<file path="src/rtl/alu_result_uart_packer.sv">
// Captures ALU result words into a one-deep hold buffer and streams them to a
// UART transmitter one byte at a time, LSB first, using TX_BUSY as flow control.
module alu_result_uart_packer #(
  parameter int Width = 16
) (
  input  logic             CLK,
  input  logic             RST,
  input  logic [Width-1:0] ALU_OUT,
  input  logic             ALU_OUT_VALID,
  output logic             ALU_READY,
  output logic [7:0]       TX_P_DATA,
  output logic             TX_D_VLD,
  input  logic             TX_BUSY,
  output logic             FRAME_DONE,
  output logic             OVERFLOW
);

  localparam int NUM_BYTES = Width / 8;
  localparam int CNT_W = (NUM_BYTES > 1) ? $clog2(NUM_BYTES) : 1;
  localparam logic [CNT_W-1:0] LAST_BYTE = CNT_W'(NUM_BYTES - 1);

  typedef enum logic [1:0] {
    IDLE,
    SEND,
    WAIT_BUSY,
    WAIT_IDLE
  } state_t;

  state_t           state_q, state_d;
  logic             holdFull_q, holdFull_d;
  logic [Width-1:0] holdWord_q, holdWord_d;
  logic [Width-1:0] shiftReg_q, shiftReg_d;
  logic [CNT_W-1:0] byteCnt_q, byteCnt_d;
  logic [7:0]       txData_q, txData_d;
  logic             txValid_q, txValid_d;
  logic             frameDone_q, frameDone_d;
  logic             overflow_q, overflow_d;

  logic             acceptWord;
  logic             dropWord;
  logic             drainHold;
  logic             lastByte;
  logic [Width-1:0] shiftedWord;

  // A word offered while the buffer is full is lost, even on the drain edge.
  assign acceptWord  = ALU_OUT_VALID && !holdFull_q;
  assign dropWord    = ALU_OUT_VALID && holdFull_q;
  assign drainHold   = (state_q == IDLE) && holdFull_q;
  assign lastByte    = (byteCnt_q == LAST_BYTE);
  assign shiftedWord = shiftReg_q >> 8;

  always_ff @(posedge CLK or negedge RST) begin
    if (!RST) begin
      state_q     <= IDLE;
      holdFull_q  <= 1'b0;
      holdWord_q  <= '0;
      shiftReg_q  <= '0;
      byteCnt_q   <= '0;
      txData_q    <= 8'h00;
      txValid_q   <= 1'b0;
      frameDone_q <= 1'b0;
      overflow_q  <= 1'b0;
    end else begin
      state_q     <= state_d;
      holdFull_q  <= holdFull_d;
      holdWord_q  <= holdWord_d;
      shiftReg_q  <= shiftReg_d;
      byteCnt_q   <= byteCnt_d;
      txData_q    <= txData_d;
      txValid_q   <= txValid_d;
      frameDone_q <= frameDone_d;
      overflow_q  <= overflow_d;
    end
  end

  always_comb begin
    state_d = state_q;
    case (state_q)
      IDLE:      if (holdFull_q) state_d = SEND;
      SEND:      if (!TX_BUSY) state_d = WAIT_BUSY;
      WAIT_BUSY: if (TX_BUSY) state_d = WAIT_IDLE;
      WAIT_IDLE: if (!TX_BUSY) state_d = lastByte ? IDLE : SEND;
      default:   state_d = IDLE;
    endcase
  end

  always_comb begin
    holdFull_d  = holdFull_q;
    holdWord_d  = holdWord_q;
    shiftReg_d  = shiftReg_q;
    byteCnt_d   = byteCnt_q;
    txData_d    = txData_q;
    txValid_d   = txValid_q;
    frameDone_d = 1'b0;
    overflow_d  = overflow_q | dropWord;

    if (acceptWord) begin
      holdFull_d = 1'b1;
      holdWord_d = ALU_OUT;
    end else if (drainHold) begin
      holdFull_d = 1'b0;
    end

    case (state_q)
      IDLE: begin
        if (holdFull_q) begin
          shiftReg_d = holdWord_q;
          byteCnt_d  = '0;
          txData_d   = holdWord_q[7:0];
          txValid_d  = 1'b1;
        end
      end
      SEND: begin
        if (!TX_BUSY) txValid_d = 1'b0;
      end
      WAIT_IDLE: begin
        if (!TX_BUSY) begin
          if (lastByte) begin
            frameDone_d = 1'b1;
          end else begin
            byteCnt_d  = byteCnt_q + CNT_W'(1);
            shiftReg_d = shiftedWord;
            txData_d   = shiftedWord[7:0];
            txValid_d  = 1'b1;
          end
        end
      end
      default: ;
    endcase
  end

  assign ALU_READY  = !holdFull_q;
  assign TX_P_DATA  = txData_q;
  assign TX_D_VLD   = txValid_q;
  assign FRAME_DONE = frameDone_q;
  assign OVERFLOW   = overflow_q;

endmodule
</file>
<file path="config.mk">
export PLATFORM = sky130hd
export DESIGN_NAME = alu_result_uart_packer
export DESIGN_NICKNAME = d
export VERILOG_FILES = /design/src/rtl/alu_result_uart_packer.sv
export SDC_FILE = /design/constraint.sdc
export NUM_CORES = 1
export LEC_CHECK = 0
export CORE_MARGIN = 4
export CORE_UTILIZATION = 30
export DETAILED_ROUTE_END_ITERATION = 7
export HOLD_SLACK_MARGIN = 0.1
export PLACE_DENSITY = 0.52
export SYNTH_ARGS = -nofsm -noshare
export SYNTH_HDL_FRONTEND = slang
export SYNTH_SLANG_ARGS = --single-unit
</file>
<file path="constraint.sdc">
create_clock -name CLK -period 2 [get_ports CLK]
set_input_delay 0.2 -clock CLK [delete_from_list [all_inputs] [get_ports CLK]]
set_output_delay 0.2 -clock CLK [all_outputs]
set_load 0.01 [all_outputs]
</file>
==> qor.txt <==
Crit. Startpoint -> state_q[1]
post-CTS setup buffers -> 0
final worst setup slack -> 0.119 ns
via count -> 1152
Max Cap Viol -> 0
Peak supply drop -> 0.577 mV
nature of the critical path startpoint -> flip-flop
CTS sink cnt -> 39
core area -> 5960 um^2
Final Skew -> 0.00859 ns
Die Area -> 7480 um^2
Netlist cell types -> 25
Yosys reg bits -> 39
clock tree buffer depth -> 2
nets -> 204
post-synthesis mux area share -> 0.211
DRC -> 0
Total Wirelength -> 3470 um
Via-to-Cell Ratio -> 4.55
Root Driver -> clkbuf_8
Psw -> 0.00115 W
Tot GR Track Use -> 0.109
critical path arrival -> 2.05 ns
Starting Density -> 0.310
Synth top area share -> 0.528
dominant cells by area after synthesis -> dfrtp_1, mux2_2, ha_1
synthesized instance count -> 143
fin crit share -> 0.941
Worst slew margin -> 0.832
ANT nets after route -> 0
switch share -> 0.316
Worst R2R Start -> state_q[1]
CP Capture Type -> flip-flop
WS Path Type -> reg2reg
Post-Synthesis Cell Area -> 1850 um^2
CP required -> 2.17 ns
cts bufs inserted -> 5
worst-margin pin slew -> 0.253 ns
HP Class -> in2async
Slew Limit Fails -> 0
IO Port Bufs -> 31
final hold vios -> 0
Syn-to-layout area delta -> 27.2%
complex-gate fraction of the synthesized area -> 0.0718
Setup WS pre-CTS -> 0.117 ns
Reg power frac -> 0.381
WL per Instance -> 13.7 um
Die Y -> 86.5 um
Pleak -> 1.01 nW
die width -> 86.5 um
minimum clock period after layout -> 1.88 ns
pwr/cell area -> 1550 nW/um^2
Met1 Wirelength -> 1520 um
sequential share of the synthesized area -> 0.528
post-synthesis simple-gate area fraction -> 0.0745
first-pass GRT wire length -> 6310 um
Initial DRT Pass Iterations -> 4
Top Metal Used -> met4
# setup viols final -> 0
initial antenna violation count -> 0
I/O pin count -> 32
TNS Setup -> 0 ns
largest family of logic cells by synthesized area -> multiplexers
routability cong. -> 0.695
CTS tree -> built
combinational power share -> 0.444
Met3 Wirelength -> 175 um
row cnt -> 28
CTS clk-pin slew, worst paths -> 0.08 ns
met2 WL -> 1710 um
r2r setup slk -> 0.12 ns
syn avg cell area -> 12.9 um^2
Antenna Cells -> 0
crit path max fanout -> 10
synthesized-area fraction occupied by adder cells -> 0.0406
CTS H-tree depth -> 2
Clock Latency Late Sink -> 0.29 ns
DP Wirelength -> 2600 um
status -> complete, no violations
clock share of power -> 0.176
share of cells above drive strength 1 -> 0.309
GRT overflow -> 0
RSZ-0062 raised after global routing -> no
Syn Nets -> 169
largest net degree at the start of global routing -> 18
post-synthesis xor/xnor area fraction -> 0
synth warn -> 0
Synth area leader -> dfrtp_1
Max Freq -> 0.532 GHz
vias in the first global route -> 1265
internal power -> 0.00249 W
starting DRC count in detailed routing -> 35
## critical path, cell delays in order, from the launching register on
cell,delay [ns]
dfrtp_1,0.46
ha_1,0.22
or3b_4,0.40
a21oi_4,0.16
buf_4,0.19
mux2_2,0.34
## logic make-up after synthesis
logic type	count (synthesis)
buffers and inverters	26
multiplexers	34
flip-flops	39
AND/OR/NAND/NOR	19
AO/OA/AOI/OAI	19
adder cells (fa/ha/maj)	6
## Yosys cell counts
master	n
ha_1	6
mux2_2	31
buf_4	8
clkbuf_1	4
mux2i_1	1
nand2b_1	3
nand2_1	1
nor2_1	3
nand4b_1	8
o31ai_1	2
o22a_1	2
mux2_4	2
o21ai_0	9
and3b_1	1
a21oi_4	1
buf_2	2
a21o_1	3
nor2b_1	1
buf_6	1
or3b_4	1
and2b_1	1
a41oi_1	1
inv_1	11
dfrtp_1	39
o21bai_1	1
## path summary, 6_finish.rpt
check | endpoint | depth (start not counted)
min reg2reg | OVERFLOW | 1
max reg2reg | shiftReg_q[3] | 5
min | holdWord_q[4] | 2
min in group CLK | OVERFLOW | 1
max in group asynchronous | state_q[0] | 3
max | shiftReg_q[3] | 5
## layout by cell type, fill, tap and decap left out, types with 2 or more instances in the layout
master,Yosys,routed
dfrtp_1,39,38
clkbuf_8,0,5
nand2b_1,3,3
ha_1,6,6
mux2_4,2,2
o31ai_1,2,2
clkdlybuf4s50_1,0,30
mux2_2,31,31
buf_4,8,11
nor2_1,3,3
nand4b_1,8,8
o21ai_0,9,9
a21o_1,3,3
o22a_1,2,2
inv_1,11,11
## metal layers
metal | global-route usage | vias to the layer above
met5 | 0 | -
met4 | 0.0482 | 0
met3 | 0.0371 | 6
met2 | 0.166 | 26
met1 | 0.141 | 563
li1 | - | 557
## power by group through the flow
stage                     clock network (W)  registers [W]  logic, W
after floorplan                           0        0.00132   0.00123
after global placement                    0        0.00139   0.00159
after detailed placement                  0        0.00141   0.00164
after CTS                          0.000665        0.00139   0.00164
after global routing               0.000701        0.00144   0.00180
final                              0.000638        0.00138   0.00161
## final cells by class
class                           instances  area [um^2]
Clock buffer                            5         68.8
Inverter                               11         41.3
Tap cell                               75         93.8
Multi-Input combinational cell         78          734
Clock inverter                          2         37.5
Timing Repair Buffer                   43          398
Fill cell                             582         3600
Sequential cell                        39          977
## repair_timing
item                                    CTS  global route
resized for setup                         0             1
hold buffers                              1             0
endpoints found under the hold margin    39             0
endpoints found under the setup margin    0             1
## state kept, by name (all words and copies together) (netlist names)
name        cells
holdWord_q     16
shiftReg_q     16
state_q         2
FRAME_DONE      1
OVERFLOW        1
TX_D_VLD        1
byteCnt_q       1
holdFull_q      1
## metrics by stage
stage | util | area (um^2) | cells | hold WS, ns | power, W
floorplan | - | 1850 | 143 | -0.0956 | 0.00255
global placement | 0.375 | 2230 | 245 | 0.0850 | 0.00298
detailed placement | 0.375 | 2230 | 245 | 0.0873 | 0.00304
CTS | 0.395 | 2350 | 253 | 0.307 | 0.00370
global route | 0.395 | 2350 | 253 | 0.353 | 0.00394
finish | 0.395 | 2350 | 253 | 0.302 | 0.00364
No activity file was read; power rests on OpenSTA's default activity.
